`src/rtl/csa_seq_adder_ctrl_pkg.sv`:
```
`default_nettype none
// ============================================================================
//  Module      : csa_ctrl_pkg
//  Description : Shared types and helpers for the sequential carry-skip adder
//                controller: FSM state encoding, nibble width constant and
//                the nibble propagate function.
//  Optional    : none (CSA_SUB_EN is handled in the interface and controller)
//  Revision    : 1.0 - initial release
// ============================================================================
package csa_ctrl_pkg;

    localparam int NIBBLE_W = 4;

    typedef enum logic [1:0] {
        IDLE = 2'd0,
        RUN  = 2'd1,
        DONE = 2'd2
    } state_t;

    // A nibble propagates its carry-in unchanged when every bit pair differs.
    function automatic logic nibble_propagate(input logic [NIBBLE_W-1:0] a,
                                              input logic [NIBBLE_W-1:0] b);
        return &(a ^ b);
    endfunction

endpackage
`default_nettype wire

```
`src/rtl/csa_seq_adder_ctrl_if.sv`:
```
`default_nettype none
// ============================================================================
//  Module      : csa_seq_adder_ctrl_if
//  Description : Operand/result handshake bundle for csa_seq_adder_ctrl.
//                master = operand source / result consumer side
//                slave  = controller side
//  Signals     : in_valid, in_ready, a, b, c_in, [sub], out_valid,
//                out_ready, sum, c_out, skip_mask
//  Optional    : CSA_SUB_EN adds the 1-bit 'sub' operand-side signal
//  Revision    : 1.0 - initial release
// ============================================================================
interface csa_seq_adder_ctrl_if #(
    parameter int WIDTH = 16
) ();
    localparam int NIBBLES = WIDTH / 4;

    logic               in_valid;
    logic               in_ready;
    logic [WIDTH-1:0]   a;
    logic [WIDTH-1:0]   b;
    logic               c_in;
`ifdef CSA_SUB_EN
    logic               sub;
`endif
    logic               out_valid;
    logic               out_ready;
    logic [WIDTH-1:0]   sum;
    logic               c_out;
    logic [NIBBLES-1:0] skip_mask;

`ifdef CSA_SUB_EN
    modport master (
        output in_valid, a, b, c_in, sub, out_ready,
        input  in_ready, out_valid, sum, c_out, skip_mask
    );
    modport slave (
        input  in_valid, a, b, c_in, sub, out_ready,
        output in_ready, out_valid, sum, c_out, skip_mask
    );
`else
    modport master (
        output in_valid, a, b, c_in, out_ready,
        input  in_ready, out_valid, sum, c_out, skip_mask
    );
    modport slave (
        input  in_valid, a, b, c_in, out_ready,
        output in_ready, out_valid, sum, c_out, skip_mask
    );
`endif

endinterface
`default_nettype wire

```
`src/rtl/csa_seq_adder_ctrl_slice.sv`:
```
`default_nettype none
// ============================================================================
//  Module      : csa_nibble_slice
//  Description : Combinational 4-bit carry-skip adder slice.
//  Ports       : a, b      - nibble operands
//                cin       - carry into the nibble
//                sum       - nibble sum
//                c_ripple  - carry out of the ripple chain
//                p         - nibble propagate (a ^ b == 4'hF)
//                c_out     - selected carry (cin when skipping, else ripple)
//  Revision    : 1.0 - initial release
// ============================================================================
module csa_nibble_slice
    import csa_ctrl_pkg::*;
(
    input  logic [NIBBLE_W-1:0] a,
    input  logic [NIBBLE_W-1:0] b,
    input  logic                cin,
    output logic [NIBBLE_W-1:0] sum,
    output logic                c_ripple,
    output logic                p,
    output logic                c_out
);

    always_comb begin
        {c_ripple, sum} = {1'b0, a} + {1'b0, b} + {{NIBBLE_W{1'b0}}, cin};
    end

    assign p     = nibble_propagate(a, b);
    assign c_out = p ? cin : c_ripple;

endmodule
`default_nettype wire

```
`src/rtl/csa_seq_adder_ctrl.sv`:
```
`default_nettype none
// ============================================================================
//  Module      : csa_seq_adder_ctrl
//  Description : Adds two WIDTH-bit operands by reusing a single 4-bit
//                carry-skip slice for WIDTH/4 cycles, low nibble first.
//                A carry register links successive nibbles; a per-nibble
//                skip mask records which nibbles took the bypass path.
//  Ports       : clk       - rising-edge clock
//                rst       - synchronous active-high reset
//                bus       - csa_seq_adder_ctrl_if.slave handshake bundle
//  Parameters  : WIDTH     - operand width, multiple of 4 and >= 4
//                NIBBLES   - derived WIDTH/4, do not override
//  Optional    : CSA_SUB_EN - adds 'sub'; when set computes a - b
//                (slice sees ~b, initial carry 1, c_out = no borrow)
//  Revision    : 1.0 - initial release
// ============================================================================
module csa_seq_adder_ctrl
    import csa_ctrl_pkg::*;
#(
    parameter int WIDTH   = 16,
    parameter int NIBBLES = WIDTH / 4
) (
    input  logic                clk,
    input  logic                rst,
    csa_seq_adder_ctrl_if.slave bus
);

    localparam int IDX_W = (NIBBLES > 1) ? $clog2(NIBBLES) : 1;
    localparam logic [IDX_W-1:0] C_LAST_IDX = IDX_W'(NIBBLES - 1);

    generate
        if ((WIDTH % NIBBLE_W) != 0 || WIDTH < NIBBLE_W) begin : g_bad_width
            $error("csa_seq_adder_ctrl: WIDTH must be a multiple of 4 and >= 4");
        end
        if (NIBBLES != WIDTH / NIBBLE_W) begin : g_bad_nibbles
            $error("csa_seq_adder_ctrl: NIBBLES must equal WIDTH/4");
        end
    endgenerate

    state_t               r_state;
    logic [WIDTH-1:0]     r_a;
    logic [WIDTH-1:0]     r_b;          // already inverted for subtraction
    logic                 r_carry;
    logic [IDX_W-1:0]     r_idx;
    logic [WIDTH-1:0]     r_sum;
    logic                 r_c_out;
    logic [NIBBLES-1:0]   r_skip;
    logic                 r_in_ready;
    logic                 r_out_valid;

    logic [NIBBLE_W-1:0]  w_a_nib;
    logic [NIBBLE_W-1:0]  w_b_nib;
    logic [NIBBLE_W-1:0]  w_sum_nib;
    logic                 w_c_ripple;
    logic                 w_p;
    logic                 w_c_sel;
    logic [WIDTH-1:0]     w_b_op;
    logic                 w_cin0;
    logic                 w_in_ready;
    logic                 w_accept;

    // Operand conditioning at acceptance time.
`ifdef CSA_SUB_EN
    assign w_b_op = bus.sub ? ~bus.b : bus.b;
    assign w_cin0 = bus.sub | bus.c_in;
`else
    assign w_b_op = bus.b;
    assign w_cin0 = bus.c_in;
`endif

    // in_ready must drop immediately while reset is held, not one edge later.
    assign w_in_ready = r_in_ready & ~rst;
    assign w_accept   = bus.in_valid & w_in_ready;

    // Nibble select for the single shared slice.
    always_comb begin
        w_a_nib = '0;
        w_b_nib = '0;
        for (int i = 0; i < NIBBLES; i++) begin
            if (r_idx == IDX_W'(i)) begin
                w_a_nib = r_a[i*NIBBLE_W +: NIBBLE_W];
                w_b_nib = r_b[i*NIBBLE_W +: NIBBLE_W];
            end
        end
    end

    csa_nibble_slice u_slice (
        .a        (w_a_nib),
        .b        (w_b_nib),
        .cin      (r_carry),
        .sum      (w_sum_nib),
        .c_ripple (w_c_ripple),
        .p        (w_p),
        .c_out    (w_c_sel)
    );

    // The skip path must never change the arithmetic: a propagating nibble
    // ripples its carry-in straight through.
    always_comb begin
        if (!rst && r_state == RUN && w_p) begin
            assert (w_c_ripple == r_carry);
        end
    end

    always_ff @(posedge clk) begin
        if (rst) begin
            r_state     <= IDLE;
            r_a         <= '0;
            r_b         <= '0;
            r_carry     <= 1'b0;
            r_idx       <= '0;
            r_sum       <= '0;
            r_c_out     <= 1'b0;
            r_skip      <= '0;
            r_in_ready  <= 1'b1;
            r_out_valid <= 1'b0;
        end else begin
            case (r_state)
                IDLE: begin
                    if (w_accept) begin
                        r_a        <= bus.a;
                        r_b        <= w_b_op;
                        r_carry    <= w_cin0;
                        r_idx      <= '0;
                        r_sum      <= '0;
                        r_skip     <= '0;
                        r_in_ready <= 1'b0;
                        r_state    <= RUN;
                    end
                end
                RUN: begin
                    for (int i = 0; i < NIBBLES; i++) begin
                        if (r_idx == IDX_W'(i)) begin
                            r_sum[i*NIBBLE_W +: NIBBLE_W] <= w_sum_nib;
                            r_skip[i]                     <= w_p;
                        end
                    end
                    r_carry <= w_c_sel;
                    r_idx   <= r_idx + IDX_W'(1);
                    if (r_idx == C_LAST_IDX) begin
                        r_c_out     <= w_c_sel;
                        r_out_valid <= 1'b1;
                        r_state     <= DONE;
                    end
                end
                DONE: begin
                    // Return to IDLE first so a new operand is never taken
                    // on the same edge as the result handshake.
                    if (bus.out_ready) begin
                        r_out_valid <= 1'b0;
                        r_in_ready  <= 1'b1;
                        r_state     <= IDLE;
                    end
                end
                default: begin
                    r_out_valid <= 1'b0;
                    r_in_ready  <= 1'b1;
                    r_state     <= IDLE;
                end
            endcase
        end
    end

    assign bus.in_ready  = w_in_ready;
    assign bus.out_valid = r_out_valid;
    assign bus.sum       = r_sum;
    assign bus.c_out     = r_c_out;
    assign bus.skip_mask = r_skip;

endmodule
`default_nettype wire

```
`src/flat_wrapper.sv`:
```
// flat-port wrapper written by rule: the top's interface ports become plain ports
module csa_seq_adder_ctrl_flat import csa_ctrl_pkg::*;
#(
    parameter int WIDTH   = 16,
    parameter int NIBBLES = WIDTH / 4
)
  (clk, rst, bus_in_valid, bus_a, bus_b, bus_c_in, bus_out_ready, bus_in_ready, bus_out_valid, bus_sum, bus_c_out, bus_skip_mask);
  csa_seq_adder_ctrl_if #(.WIDTH(WIDTH)) bus_i ();
  input  logic clk;
  input  logic rst;
  input wire logic [$bits(bus_i.in_valid)-1:0] bus_in_valid;
  input wire logic [$bits(bus_i.a)-1:0] bus_a;
  input wire logic [$bits(bus_i.b)-1:0] bus_b;
  input wire logic [$bits(bus_i.c_in)-1:0] bus_c_in;
  input wire logic [$bits(bus_i.out_ready)-1:0] bus_out_ready;
  output wire logic [$bits(bus_i.in_ready)-1:0] bus_in_ready;
  output wire logic [$bits(bus_i.out_valid)-1:0] bus_out_valid;
  output wire logic [$bits(bus_i.sum)-1:0] bus_sum;
  output wire logic [$bits(bus_i.c_out)-1:0] bus_c_out;
  output wire logic [$bits(bus_i.skip_mask)-1:0] bus_skip_mask;
  assign bus_i.in_valid = bus_in_valid;
  assign bus_i.a = bus_a;
  assign bus_i.b = bus_b;
  assign bus_i.c_in = bus_c_in;
  assign bus_i.out_ready = bus_out_ready;
  assign bus_in_ready = bus_i.in_ready;
  assign bus_out_valid = bus_i.out_valid;
  assign bus_sum = bus_i.sum;
  assign bus_c_out = bus_i.c_out;
  assign bus_skip_mask = bus_i.skip_mask;
  csa_seq_adder_ctrl #(.WIDTH(WIDTH), .NIBBLES(NIBBLES)) u_core (.clk(clk), .rst(rst), .bus(bus_i));
endmodule
```
`config.mk`:
```
export PLATFORM = sky130hd
export DESIGN_NAME = csa_seq_adder_ctrl_flat
export DESIGN_NICKNAME = d
export VERILOG_FILES = /design/src/rtl/csa_seq_adder_ctrl_pkg.sv /design/src/rtl/csa_seq_adder_ctrl_if.sv /design/src/rtl/csa_seq_adder_ctrl_slice.sv /design/src/rtl/csa_seq_adder_ctrl.sv /design/src/flat_wrapper.sv
export SDC_FILE = /design/constraint.sdc
export NUM_CORES = 1
export LEC_CHECK = 0
export ABC_CLOCK_PERIOD_IN_PS = 5050
export BUFFER_PORTS_ARGS = -buffer_cell sky130_fd_sc_hd__buf_2
export CORE_ASPECT_RATIO = 1.2
export CORE_MARGIN = 1.5
export CORE_UTILIZATION = 30
export DETAILED_ROUTE_END_ITERATION = 16
export PLACE_DENSITY = 0.55
export SYNTH_ARGS = -nofsm -noshare
export SYNTH_HDL_FRONTEND = slang
export SYNTH_SLANG_ARGS = --single-unit
```
`constraint.sdc`:
```
create_clock -name clk -period 5.05 [get_ports clk]
set_clock_uncertainty 0.05 [all_clocks]
set_input_delay 0 -clock clk [delete_from_list [all_inputs] [get_ports clk]]
set_output_delay 0 -clock clk [all_outputs]
set_load 0.005 [all_outputs]
```
==> out/results.ini <==
[hold_path]
hold_path_class = input port to flip-flop

[routing]
drt.antenna.violating_nets = 0
drtIter0Drc = 118
wire_length_reported_by_the_detailed_router_mm = 6.95
post_route_drc = 0
routedWlPerCell_um = 12.5
detailroute.via_count = 2551
post_drt_via_cell_ratio = 4.60
drt_pre_antenna_iters = 4

[global_route]
grt_first_pass_wirelength_mm = 11.7
grt_start_max_net_pins = 60
number_of_global_route_vias_before_repair = 2471
grt_antenna_before_repair = 0
groute.usage.overall = 0.149
overflow = 0

[sta]
fin_crit_sh = 0.603
worst_pin_slew_ns = 1.11
hold_viol = 0
setup_viol = 0
finalCriticalPeriod_ns = 3.05
worst_slew_margin_rel = 0.258
setup_total_negative_slack_ns = 0
slew_viol_final = 0
unrepaired_setup_endpoints_after_global_routing = no
timing.final.ws_setup_ns = 2.00
f_max_ghz = 0.328

[setup_path]
worst-endpoint-arrival_ns = 3.26
critical-path-max-stage-delay_ns = 0.43
required_ns = 5.26
critPathSlowestCell = sky130_fd_sc_hd__fa_1
worst_setup_path_start_kind = flip-flop
critical_setup_path_class = flip-flop to flip-flop
timing.critical_path.mode_cell = sky130_fd_sc_hd__fa_1
setup.worst_path.end_class = flip-flop
critical_path_peak_fanout = 17
worstPathCellList = inv_1 > ha_1 > nor2b_1 > a221oi_1 > nor3_1 > a21oi_1 > fa_1 > fa_1 > xor2_1 > nor4b_1 > a31oi_1 > nor2_1

[yosys]
synth.most_common_cell = sky130_fd_sc_hd__nand2_1
synth.top_cells.by_area = sky130_fd_sc_hd__dfxtp_1 44%, sky130_fd_sc_hd__nand2_1 10%, sky130_fd_sc_hd__a21oi_1 10%, sky130_fd_sc_hd__nor2_1 5.0%, sky130_fd_sc_hd__ha_1 3.6%
proportion_of_netlist_area_held_by_the_largest_area_contributor = 0.436
yosys_register_bits = 60
synth.largest_area_cell = sky130_fd_sc_hd__dfxtp_1
postSynthNetCount = 396
syn-instance-count = 349
synth_async_reset_ratio = 0
synth_common_cells = 77 x sky130_fd_sc_hd__nand2_1, 60 x sky130_fd_sc_hd__dfxtp_1, 55 x sky130_fd_sc_hd__a21oi_1, 37 x sky130_fd_sc_hd__nor2_1, 13 x sky130_fd_sc_hd__a31oi_1
yosysUniqueCellTypes = 37
synth_seq_area_share = 0.436
ys.warnings.count = 0
post_synth.cell_area_avg_um2 = 7.90
syn_area_mm2 = 0.00276
synthFlopType = sky130_fd_sc_hd__dfxtp_1
number_of_flops_mapped_to_enable_cells_by_yosys = 0

[pwr]
cell_internal_pwr_mw = 0.769
share_clk_of_total_power = 0.382
combinationalPowerShare = 0.132
ir_worst_vdd_mv = 0.148
power.sequential.fraction = 0.486
switchingPower_mw = 0.265
cellLeakagePower_nw = 1.48
pwr_density_mw_per_mm2 = 287
switching_share_of_power = 0.256

[cts]
clockBufferDepth = 2
cts_tree = done
clock-sinks = 60
clock_pin_transition_on_the_worst_setup_and_hold_timing_paths_ns = 0.06
ctsHtreeMaxLevel = 3
resized_cells_post_cts = 0
clock_latency_ns = 0.33
cts-root-buf = sky130_fd_sc_hd__clkbuf_8
post-cts-setup-buffer-count = 0
cts_inserted_buffers = 9

[floorplanning]
floorplan.die.width_um = 90.5
row_count = 38
floorplan.die.height_um = 108
floorplan.initialDensity = 0.307
core_region_area_mm2 = 0.00899
die_area_mm2 = 0.00977
io_pins = 60

[cells_and_area]
final_layout_size_suffix_gt1_frac = 0.171
areaGrowthSynthToFinish_pct = 30.6
diodes = 0
finalNetCount = 476
fin_area_mm2 = 0.00360

[placed_design]
io_buffer_count = 59
dp_hpwl_mm = 4.67
gp_congestion = 0.772
dp_slack_ns = 2.00
placed_area_mm2 = 0.00308

[status]
run_status = completed

[run]
drv.max_cap_violation_count = 0

==> layout by cell type (no fill, tap or decap), drive strengths merged, types with 5 or more instances in the layout <==
cell / instances
a21oi: 55
a31oi: 13
buf: 59
clkbuf: 15
dfxtp: 60
dlygate4sd3: 34
ha: 8
inv: 7
nand2: 78
nand3b: 9
nor2: 37
nor2b: 12
nor3: 5
==> through the flow <==
| stage | power, mW | std cells | hold slack [ns] | utilization |
|---|---|---|---|---|
| after floorplan | 0.594 | 349 | 0.0824 | - |
| after global placement | 0.628 | 504 | 0.202 | 0.343 |
| after detailed placement | 0.630 | 504 | 0.200 | 0.343 |
| after CTS | 1.04 | 554 | 0.00909 | 0.401 |
| after global routing | 1.08 | 554 | 0.0475 | 0.401 |
| final | 1.03 | 554 | 0.0101 | 0.401 |
==> power by group through the flow <==
| stage | Sequential [mW] | Clock (mW) | Combinational (mW) |
|---|---|---|---|
| after global placement | 0.513 | 0 | 0.115 |
| after CTS | 0.502 | 0.403 | 0.138 |
| after floorplan | 0.507 | 0 | 0.0869 |
| after global routing | 0.504 | 0.422 | 0.155 |
| after detailed placement | 0.512 | 0 | 0.117 |
| final | 0.502 | 0.395 | 0.137 |
==> cells by family after synthesis <==
| kind of cell | after synthesis | share of synthesized area |
|---|---|---|
| and+or+nand+nor | 149 | 0.239 |
| AOI/OAI and AO/OA | 94 | 0.203 |
| DFF | 60 | 0.436 |
| buffers and inverters | 31 | 0.0540 |
| adders and majority gates | 10 | 0.0508 |
| muxes | 3 | 0.0109 |
| xor gates and xnor gates | 2 | 0.00636 |
==> area by class of cell <==
cell class                      instances  area (um^2)
Sequential cell                        60         1200
Timing Repair Buffer                   93          636
Fill cell                             942         5390
Clock buffer                           15          176
Inverter                                7         26.3
Multi-Input combinational cell        258         1410
Clock inverter                          1         5.00
Tap cell                              120          150
==> sequential cells by signal, summed over array words and instances (netlist names), 2 cells and up <==
register / count
u_core.bus.skip_mask: 4
u_core.r_b: 16
u_core.r_a: 16
u_core.bus.sum: 16
u_core.r_state: 2
u_core.r_idx: 2
==> worst max-delay path: cells and delay by family, from the launching register on <==
| kind | cells | cell delay (ns) |
|---|---|---|
| compound gates | 3 | 0.25 |
| xor+xnor | 1 | 0.19 |
| fa+ha+maj | 3 | 1.21 |
| buf+inv | 1 | 0.08 |
| flops | 1 | 0.38 |
| simple gates | 4 | 0.83 |
==> worst paths after layout <==
| check | startpoint | end | slack, ns | cells past startpoint |
|---|---|---|---|---|
| worst max-delay path | u_core.r_idx[1]$_SDFFE_PP0P_ | u_core.bus.sum[10]$_SDFFE_PP0P_ | 2.00 | 12 |
| worst min-delay path | bus_in_valid | u_core.r_in_ready$_SDFFE_PP1P_ | 0.01 | 4 |
| worst max register to register | u_core.r_idx[1]$_SDFFE_PP0P_ | u_core.bus.sum[10]$_SDFFE_PP0P_ | 2.00 | 12 |
| worst min register to register | u_core.r_a[1]$_SDFFE_PP0P_ | u_core.r_a[1]$_SDFFE_PP0P_ | 0.41 | 2 |
==> repair_timing <==
action / CTS / global route
endpoints found under the hold margin: 35 / 0
setup endpoints to repair: 0 / 0
hold buffers: 34 / 0
==> routing by layer <==
layer / track usage / vias to the layer above / share of wire
met2: 0.252 / 47 / 0.46
met5: 0 / - / 0
met4: 0.0544 / 0 / 0.010
li1: - / 1347 / -
met1: 0.182 / 1151 / 0.48
met3: 0.0394 / 6 / 0.048
Power figures use the tool's default switching activity.
